File: config.mk
export PLATFORM = sky130hd
export DESIGN_NAME = cond_flag_tracker
export DESIGN_NICKNAME = d
export VERILOG_FILES = /design/src/rtl/cond_flag_pkg.sv /design/src/rtl/cond_flag_chan.sv /design/src/rtl/cond_flag_tracker.sv
export SDC_FILE = /design/constraint.sdc
export NUM_CORES = 1
export LEC_CHECK = 0
export ABC_AREA = 1
export ABC_CLOCK_PERIOD_IN_PS = 2200
export CORE_UTILIZATION = 53
export CTS_CLUSTER_DIAMETER = 60
export DETAILED_ROUTE_END_ITERATION = 10
export PLACE_DENSITY = 0.85
export SLEW_MARGIN = 10
export SYNTH_ARGS = -nofsm -noshare
export SYNTH_HDL_FRONTEND = slang
export SYNTH_SLANG_ARGS = --single-unit
File: constraint.sdc
create_clock -name clk -period 2.2 [get_ports clk]
set_input_delay 0.44 -clock clk [delete_from_list [all_inputs] [get_ports clk]]
set_output_delay 0.44 -clock clk [all_outputs]
set_load 0.02 [all_outputs]
File: src/rtl/cond_flag_pkg.sv
// Shared definitions for the condition-flag tracker: rule-select encoding
// and the counter saturation helper.
package cond_flag_pkg;

  typedef enum logic [2:0] {
    RULE_CLR  = 3'd0,
    RULE_HOLD = 3'd1,
    RULE_H    = 3'd2,
    RULE_I    = 3'd3,
    RULE_J    = 3'd4,
    RULE_FALL = 3'd5
  } rule_e;

  function automatic logic [31:0] sat_max(input int unsigned w);
    return (32'd1 << w) - 32'd1;
  endfunction

endpackage

File: src/rtl/cond_flag_chan.sv
// One tracker channel: h/i/j flags updated by a fixed priority chain, a
// registered copy of f and a saturating counter of f rising edges.
module cond_flag_chan
  import cond_flag_pkg::*;
#(
  parameter int CNT_W  = 4,
  parameter bit STICKY = 1'b0
) (
  input  logic             clk,
  input  logic             rst_n,
  input  logic             en,
  input  logic             clr,
  input  logic             a,
  input  logic             b,
  input  logic             c,
  output logic             f,
  output logic             h,
  output logic [CNT_W-1:0] cnt
);

  localparam logic [CNT_W-1:0] SAT = CNT_W'(sat_max(CNT_W));

  logic             h_q, i_q, j_q, f_q;
  logic             h_d, i_d, j_d, f_d;
  logic [CNT_W-1:0] cnt_q, cnt_d;
  rule_e            rule;

  // Rule 4 looks at the registered h, so a freshly set h cannot block it
  // in the same edge.
  always_comb begin
    rule = RULE_FALL;
    if (clr)                      rule = RULE_CLR;
    else if (!en)                 rule = RULE_HOLD;
    else if (!a && !c)            rule = RULE_H;
    else if (a && !h_q && !b)     rule = RULE_I;
    else if (a && b && c)         rule = RULE_J;
  end

  always_comb begin
    h_d   = h_q;
    i_d   = i_q;
    j_d   = j_q;
    cnt_d = cnt_q;
    case (rule)
      RULE_CLR: begin
        h_d   = 1'b0;
        i_d   = 1'b0;
        j_d   = 1'b0;
        cnt_d = '0;
      end
      RULE_H: h_d = 1'b1;
      RULE_I: i_d = 1'b1;
      RULE_J: j_d = 1'b1;
      RULE_FALL: begin
        if (!STICKY) begin
          h_d = 1'b0;
          i_d = 1'b0;
          j_d = 1'b0;
        end
      end
      default: ;
    endcase
    f_d = i_d | j_d;
    // A clear forces f_d low, so it can never count a rising edge.
    if (f_d && !f_q && (cnt_q != SAT))
      cnt_d = cnt_q + 1'b1;
  end

  always_ff @(posedge clk or negedge rst_n) begin
    if (!rst_n) begin
      h_q   <= 1'b0;
      i_q   <= 1'b0;
      j_q   <= 1'b0;
      f_q   <= 1'b0;
      cnt_q <= '0;
    end else begin
      h_q   <= h_d;
      i_q   <= i_d;
      j_q   <= j_d;
      f_q   <= f_d;
      cnt_q <= cnt_d;
    end
  end

  assign f   = i_q | j_q;
  assign h   = h_q;
  assign cnt = cnt_q;

endmodule

File: src/rtl/cond_flag_tracker.sv
// Multi-channel registered condition-flag tracker: NUM_CH independent
// channels plus the global OR and packed counter bus.
module cond_flag_tracker
  import cond_flag_pkg::*;
#(
  parameter int NUM_CH = 4,
  parameter int CNT_W  = 4,
  parameter bit STICKY = 1'b0
) (
  input  logic                    clk,
  input  logic                    rst_n,
  input  logic                    en,
  input  logic [NUM_CH-1:0]       clr,
  input  logic [NUM_CH-1:0]       a,
  input  logic [NUM_CH-1:0]       b,
  input  logic [NUM_CH-1:0]       c,
  output logic [NUM_CH-1:0]       f,
  output logic                    any_f,
  output logic [NUM_CH*CNT_W-1:0] evt_cnt,
  output logic [NUM_CH-1:0]       h_mon
);

  for (genvar k = 0; k < NUM_CH; k++) begin : g_ch
    cond_flag_chan #(
      .CNT_W  (CNT_W),
      .STICKY (STICKY)
    ) u_chan (
      .clk   (clk),
      .rst_n (rst_n),
      .en    (en),
      .clr   (clr[k]),
      .a     (a[k]),
      .b     (b[k]),
      .c     (c[k]),
      .f     (f[k]),
      .h     (h_mon[k]),
      .cnt   (evt_cnt[k*CNT_W +: CNT_W])
    );
  end

  assign any_f = |f;

endmodule

Word level (Yosys, flattened, before mapping)
Cells that the tools add are included.
{"block": "word_totals", "ff_bits": 32, "in_bits": 19, "output_inout_bits": 25, "elab_cells": 157}
{"block": "classes", "add_sub_neg": 4, "n_eq_ne": 20, "n_mux": 40, "bitwise": 8, "reduce_logical": 65}
{"cell": "3-bit 2-to-1 mux", "n": 16}
{"cell": "4-bit 2-to-1 mux", "n": 8}
{"cell": "1-bit logical AND", "n": 28}
{"cell": "3-bit by 2-bit == test with 1-bit output (second input constant)", "n": 8}
{"cell": "3-bit == test (second input constant)", "n": 8}
{"cell": "1-bit case mux with 2 select lines", "n": 12}
{"cell": "1-bit logical NOT", "n": 20}
{"cell": "4-bit by 1-bit adder with 4-bit output (second input constant)", "n": 4}
{"cell": "4-bit inequality test (second input constant)", "n": 4}
{"cell": "2-bit nonzero test", "n": 8}
{"cell": "3-bit logical NOT", "n": 4}
{"cell": "1-bit bitwise OR", "n": 8}
{"cell": "2-bit OR reduction", "n": 4}
{"cell": "1-bit 2-to-1 mux", "n": 4}
{"cell": "4-bit OR reduction", "n": 1}

Depth between registers and ports, before layout
Gate-level depths: netlist (run 1).
{"block": "logic_depth", "depth_word": 14, "depth_mapped": 10}

Cells and area by module
From an unflattened synthesis (run 1), not the netlist that was laid out.
{"block": "hier_totals", "hier_cells": 211, "area_unflattened_um2": 1898.1}
{"module": "cond_flag_chan", "n_inst": 4, "cells_per_inst": 52, "area_per_inst_um2": 471.7, "seq_area_each_um2": 200.2}
{"module": "cond_flag_tracker", "n_inst": 1, "cells_per_inst": 3, "area_per_inst_um2": 11.3, "seq_area_each_um2": 0.0}

Least setup slack after synthesis (run 1)
No wires, ideal clock.
{"block": "synth_path", "path_kind": "flip-flop to output port", "from": "register g_ch[2].u_chan.i_q", "to": "output any_f", "t_arrival_ps": 1277, "t_required_ps": 1760, "slack_ps": 483, "path_stages_with_launch": 3, "path_buffers": 0, "cell_sequence": "dfrtp_1 > or2_2 > or4_1"}
{"block": "synth_via", "elab_chain_cells": 2}
{"element": "from (decl)", "line": "cond_flag_chan.sv:23", "text": "logic h_q, i_q, j_q, f_q;"}
{"element": "from (signal assigned)", "line": "cond_flag_chan.sv:78", "text": "i_q <= i_d;"}
{"element": "1-bit bitwise OR", "line": "cond_flag_chan.sv:85", "text": "assign f = i_q | j_q;"}
{"element": "via g_ch[2].u_chan.f", "line": "cond_flag_chan.sv:16", "text": "output logic f,"}
{"element": "4-bit OR reduction", "line": "cond_flag_tracker.sv:41", "text": "assign any_f = |f;"}
{"element": "to (decl)", "line": "cond_flag_tracker.sv:18", "text": "output logic any_f,"}
The timed path passes the listed nets, and every way through them passes these cells.

Final worst setup path (run 1)
{"block": "layout_path", "from": "register g_ch[2].u_chan.i_q", "to": "output any_f"}
{"block": "layout_via", "elab_chain_cells": 2}
{"element": "1-bit bitwise OR", "line": "cond_flag_chan.sv:85"}
{"element": "4-bit OR reduction", "line": "cond_flag_tracker.sv:41"}
No other way between the ends.

==> key figures, run 1 <==
Timing
  • Post-route clock period utilization: 0.9780
  • Min cycle time layout: roughly 2200 ps
  • FMAX: roughly 460 MHz
  • Final hold violation count: 0
  • Final setup vio count: 0
  • Worst slew pin tran: 393.7 ps
  • Slew HR: 0.7375
  • Setup TNS: 0 ps
  • Final worst slack: a little under 50 ps
  • Clock Skews: 5.914 ps
  • Max Slew Vio Count: 0

Floorplan
  • Die Y: 60.85 µm
  • Core area: approximately 3300 µm²
  • Initial Util: 0.5501
  • Die width: 60.85 µm
  • I/O pin cnt: 44
  • Site Rows: 21
  • Die area: between 3000 and 4000 µm²

Clocking
  • Clock-pin slew on the worst setup and hold paths: approximately 100 ps
  • Clock Tree Buf Depth: 2
  • Hold Buf Count CTS: 0
  • Clock latency on the worst-skew pair: roughly 330 ps
  • TritonCTS clock tree: yes
  • Cts bufs inserted: 5
  • Clk sinks: 32
  • Root buffer cell: clkbuf_4
  • H-tree depth: 2

Routing
  • Antenna Violating Nets Remaining: 0
  • Starting DRT DRC Count: just over 70
  • Via count: 1578
  • DR pass1 iterations: 4
  • # DRC: 0
  • Detailed Route WL: roughly 3.5 mm
  • DR vias/cell: 5.123
  • Wire per inst: about 11 µm

Yosys
  • Yosys reg bits: 32
  • Yosys cell types: 27
  • Syn avg cell area: approximately 8.4 µm²
  • Seq/Total Area, Yosys: 0.4363
  • YS warnings: 0
  • Synth area leader: dfrtp_1
  • Synthesized instance count: around 220
  • Syn Std Cell Area: ~1800 µm²
  • Net count after synthesis: roughly 240
  • Synth area leaders: dfrtp_1 44%, nand3_1 12%, nand2_1 9.8%, inv_1 5.5%, buf_4 3.7%
  • Top cell type's share of synthesized area: 0.4363

Power
  • Static Leak: ~0.0012 µW
  • Max rail drop VDD: around 0.47 mV
  • Power density over the cells: between 600 and 700 nW/µm²
  • Tot Pwr: between 1000 and 1500 µW

Global routing
  • Met1 Use GR: 0.2608
  • Largest net degree at the start of global routing: 33
  • M2 GR Usage: 0.3595
  • First-pass GRT wire length: roughly 5.8 mm
  • Grt ovf: 0
  • Met3 usage: 0.04264
  • Vias in the first global route: ~1400
  • Antenna violations before repair: 0
  • Most used routing layer: met2
  • Gr usage total: 0.2154

Flow run
  • Max cap viols: 0

Setup path
  • Max incr delay on CP: approximately 540 ps
  • Crit start category: flip-flop
  • Setup CP Type: reg2out
  • Worst Setup End Kind: primary output
  • Crit-path max FO: 2
  • CP Data Required Time: 1760 ps
  • Slowest cell on crit path: or4_4
  • CP Cell Sequence: or2_2 > or4_4 > buf_6
  • Crit path max-delay family: simple AND/OR/NAND/NOR gates
  • Sum of buffers and inverters on the critical path: 1
  • Worst Path Arrival: about 1700 ps

Placed design
  • Post-Place Worst Slack: -19.55 ps
  • PortBufs: 43
  • Placed cells: approximately 300
  • Final GP Congestion: between 0.8 and 0.9
  • Final HPWL DP: approximately 2.6 mm

Final layout
  • ANT cells: 0
  • Fin cells: just over 300
  • Layout Utilization: 0.7049
  • Share of cells above drive strength 1: 0.1489
  • Layout net count: roughly 280
  • Area Overhead vs Synth: 28.15%

Worst hold path
  • Hold crit path type: in2async

Status
  • Status: finished, final reports clean
==> routing by layer <==
| metal | up-vias | part of all wire | wire length, µm |
|---|---|---|---|
| met2 | 50 | 0.45 | 1604 |
| met5 | - | 0 | 0 |
| met1 | 711 | 0.47 | 1648 |
| met4 | 0 | 0.024 | 85 |
| li1 | 809 | - | - |
| met3 | 8 | 0.055 | 193 |
==> state kept, by name, summed over array words and instances, names as in the netlist <==
signal	count
g_ch.u_chan.h	4
g_ch.u_chan.f_q	4
g_ch.u_chan.i_q	4
g_ch.u_chan.j_q	4
g_ch.u_chan.cnt	16
==> worst register-to-register path: stages, from the launching register on <==
cell and delay (ps):
dfrtp_1 380, inv_1 50, nand3_1 100, nand4_1 150, nand3_1 110, nand2_1 100
o21ai_2 250, nand3_1 110, nand2_1 80
==> cell families (layout without fill, tap and decap cells) <==
kind of cell,count (synthesis),count (layout),synth area share
flops,32,32,0.4363
buf+inv,40,84,0.1057
compound gates,10,10,0.04295
fa+ha+maj,4,4,0.02727
simple gates,125,125,0.3545
xor+xnor,7,7,0.03340
==> layout make-up <==
cell class,count,area (µm²)
multi-input cells,146,844.6
clock inverters,2,35.03
clock buffers,6,41.29
flip-flops and latches,32,800.8
repair buffers,45,446.7
well taps,46,57.56
fillers,278,984.7
inverters,31,126.4
==> path summary, 6_finish.rpt <==
path | cells past startpoint | slack [ps] | start | end
worst max register to register | 8 | 810 | g_ch[3].u_chan.h$_DFFE_PN0P_ | g_ch[3].u_chan.cnt[0]$_DFFE_PN0P_
min in group clk | 2 | 540 | g_ch[3].u_chan.cnt[3]$_DFFE_PN0P_ | g_ch[3].u_chan.cnt[3]$_DFFE_PN0P_
worst min-delay path | 2 | 500 | rst_n | g_ch[1].u_chan.cnt[2]$_DFFE_PN0P_
max in group asynchronous | 2 | 1410 | rst_n | g_ch[1].u_chan.i_q$_DFF_PN0_
worst min register to register | 2 | 540 | g_ch[3].u_chan.cnt[3]$_DFFE_PN0P_ | g_ch[3].u_chan.cnt[3]$_DFFE_PN0P_
worst max-delay path | 3 | 50 | g_ch[2].u_chan.i_q$_DFF_PN0_ | any_f
==> metrics by stage <==
step | area, µm² | hold WS [ps]
after global routing | 2352 | 530.8
after floorplan | 1836 | 144.4
after detailed placement | 2263 | 521.1
final | 2352 | 497.8
after CTS | 2335 | 504.5
after global placement | 2263 | 510.4
==> synthesized netlist by cell type (all sizes together) <==
library cell and n:
a31o 3, nand3 49, or4 1, clkinv 2, xor2 4, nor2 3, nand4 10, o21ai 2
or2 6, inv 29, o21bai 1, ha 4, buf 9, nand3b 4, nand2 52, dfrtp 32
xnor2 3, a21oi 4
==> report_power, final <==
group          switching (µW)  total [µW]  leakage, µW  internal (µW)
Sequential               41.4         674     0.000435            633
Clock                     199         437    0.0000422            238
Combinational             206         380     0.000754            174
==> what timing repair did <==
action                                  4_1_cts  5_1_grt
buffers inserted                              0        1
endpoints found under the setup margin        1        1
resized for setup                             4        3
==> cells in the final DEF (no fill, tap or decap), drive strengths merged <==
cell / Yosys / final
a21oi: 4 / 4
nor2: 3 / 3
clkbuf: 0 / 6
o21ai: 2 / 2
inv: 29 / 29
o21bai: 1 / 1
xor2: 4 / 4
nand2: 52 / 52
nand3b: 4 / 4
buf: 9 / 3
bufinv: 0 / 1
xnor2: 3 / 3
ha: 4 / 4
or2: 6 / 6
dfrtp: 32 / 32
or4: 1 / 1
nand4: 10 / 10
a31o: 3 / 3
nand3: 49 / 49
clkdlybuf4s50: 0 / 42
clkinv: 2 / 3
No activity file was read; power rests on OpenSTA's default activity.
==> run 2, diff against run 1 <==
--- a/config.mk
+++ b/config.mk
@@ -6,7 +6,6 @@
 export NUM_CORES = 1
 export LEC_CHECK = 0
 export ABC_AREA = 1
-export ABC_CLOCK_PERIOD_IN_PS = 2200
 export CORE_UTILIZATION = 53
 export CTS_CLUSTER_DIAMETER = 60
 export DETAILED_ROUTE_END_ITERATION = 10
==> results of run 2 <==
No change in the layout: final DEF, timing and power equal those of run 1.
==> run 3, diff against run 2 <==
--- a/config.mk
+++ b/config.mk
@@ -6,6 +6,7 @@
 export NUM_CORES = 1
 export LEC_CHECK = 0
 export ABC_AREA = 1
+export CORE_ASPECT_RATIO = 0.6
 export CORE_UTILIZATION = 53
 export CTS_CLUSTER_DIAMETER = 60
 export DETAILED_ROUTE_END_ITERATION = 10
==> key figures, run 3 (synthesized netlist as in run 1, its figures left out) <==
Placed design
  • PortBufs: 43
  • Final HPWL DP: around 2.6 mm
  • Final GP Congestion: 0.7821
  • Placed cells: about 300

Floorplan
  • I/O pin cnt: 44
  • Site Rows: 16
  • Initial Util: 0.5591
  • Die area: approximately 3700 µm²
  • Core area: roughly 3300 µm²
  • Die Y: 47.59 µm
  • Die width: about 78 µm

Timing
  • Worst slew pin tran: 434.3 ps
  • Final hold violation count: 0
  • FMAX: approximately 470 MHz
  • Final setup vio count: 0
  • Min cycle time layout: 2111 ps
  • Slew HR: 0.7096
  • Post-route clock period utilization: 0.9597
  • Worst Hold Slack: around 530 ps
  • Clock Skews: about 6.6 ps
  • RSZ-0062 raised after global routing: false
  • Setup TNS: 0 ps
  • Max Slew Vio Count: 0

Clocking
  • Postcts setup bufs: 0
  • Root buffer cell: clkbuf_8
  • TritonCTS clock tree: yes
  • Clk sinks: 32
  • Cts bufs inserted: 5
  • Clock Tree Buf Depth: 2
  • Clock-pin slew on the worst setup and hold paths: about 70 ps
  • Clock latency on the worst-skew pair: approximately 290 ps
  • H-tree depth: 2

Power
  • Static Leak: 0.001245 µW
  • Max rail drop VDD: about 0.49 mV
  • Tot Pwr: around 1700 µW
  • Power density over the cells: 699.6 nW/µm²

Setup path
  • CP Cell Sequence: or2_2 > or4_1 > buf_2
  • Slowest cell on crit path: or4_1
  • Crit-path max FO: 2
  • Setup CP Type: reg2out
  • Crit start category: flip-flop
  • Worst Setup End Kind: primary output
  • Worst Path Arrival: ~1700 ps
  • Max incr delay on CP: roughly 520 ps
  • CP Data Required Time: ~1800 ps

Global routing
  • Gr usage total: 0.2039
  • First-pass GRT wire length: approximately 5.6 mm
  • Grt ovf: 0
  • Vias in the first global route: 1282
  • Antenna violations before repair: 0
  • Largest net degree at the start of global routing: 33

Final layout
  • Number of flip-flops under the largest register name: 16
  • Most frequent cells in the layout: 48 x nand2_1, 45 x nand3_1, 42 x clkdlybuf4s50_1
  • Fill cell count: 249
  • Layout net count: approximately 280
  • Area Overhead vs Synth: 29.86%
  • ANT cells: 0
  • Fin cells: 306
  • Area of the multi-input gates: between 800 and 900 µm²
  • Register Area: about 800 µm²
  • Commonest non-fill, non-tap cell in the layout: nand2_1
  • Share of cells above drive strength 1: 0.1456
  • Layout Utilization: 0.7260

Routing
  • # DRC: 0
  • DR pass1 iterations: 4
  • Detailed Route WL: approximately 3.7 mm
  • Antenna Violating Nets Remaining: 0
  • Wire per inst: about 12 µm
  • DR vias/cell: between 5 and 6
  • Via count: approximately 1500
  • Starting DRT DRC Count: 45

Flow run
  • Max cap viols: 0

Worst hold path
  • Hold crit path type: reg2reg

Status
  • Status: finished, final reports clean
[run 3: cell types whose count changed in the layout (fill, tap and decap cells not counted), sizes merged]
cell / previous run / this run
buf: 3 / 2
clkbuf: 6 / 7
clkinv: 3 / 2
[run 3: stage by stage]
step | worst slack, ps | cell area (µm²)
CTS | 81.02 | 2384
global placement | 40.26 | 2262
detailed placement | 12.14 | 2262
finish | 88.72 | 2384
global route | 29.11 | 2384
floorplan | 482.7 | 1836
[run 3: final timing paths]
path / start / endpoint / slack (ps) / cells past startpoint
hold reg to reg: g_ch[3].u_chan.cnt[3]$_DFFE_PN0P_ / g_ch[3].u_chan.cnt[3]$_DFFE_PN0P_ / 530 / 2
hold / removal: g_ch[3].u_chan.cnt[3]$_DFFE_PN0P_ / g_ch[3].u_chan.cnt[3]$_DFFE_PN0P_ / 530 / 2
setup / recovery: g_ch[2].u_chan.i_q$_DFF_PN0_ / any_f / 90 / 3
min in group asynchronous: rst_n / g_ch[1].u_chan.h$_DFFE_PN0P_ / 550 / 2
setup reg to reg: g_ch[2].u_chan.h$_DFFE_PN0P_ / g_ch[2].u_chan.cnt[0]$_DFFE_PN0P_ / 770 / 9
max in group asynchronous: rst_n / g_ch[0].u_chan.j_q$_DFF_PN0_ / 1360 / 2
[run 3: metal layers]
layer  global-route usage  vias up  share of wire
li1                     -      801              -
met3              0.06095        4          0.060
met5                    0        -              0
met1               0.2632      691           0.49
met4              0.08519        0         0.0099
met2               0.3345       36           0.44
[run 3: layout make-up]
type / instances / share of cell area
well taps: 45 / 0.02362
flip-flops and latches: 32 / 0.3360
inverters: 31 / 0.05302
repair buffers: 44 / 0.1816
clock inverters: 1 / 0.01260
multi-input cells: 146 / 0.3528
clock buffers: 7 / 0.04042
[run 3: worst max-delay path, delay by kind of cell, from the launching register on]
kind	cells	cell delay (ps)
AND/OR/NAND/NOR	2	830
flip-flops	1	380
buffers and inverters	1	180
[run 3: power by group]
part           leakage, µW  switching, µW  internal, µW
clock            0.0000645            220           399
combinational     0.000746            208           165
sequential        0.000435           41.3           633
[run 3: repair_timing]
| action | CTS | global route |
|---|---|---|
| hold buffers | 0 | 0 |
| endpoints found under the hold margin | 0 | 0 |
| resized for setup | 4 | 0 |
| endpoints found under the setup margin | 1 | 0 |
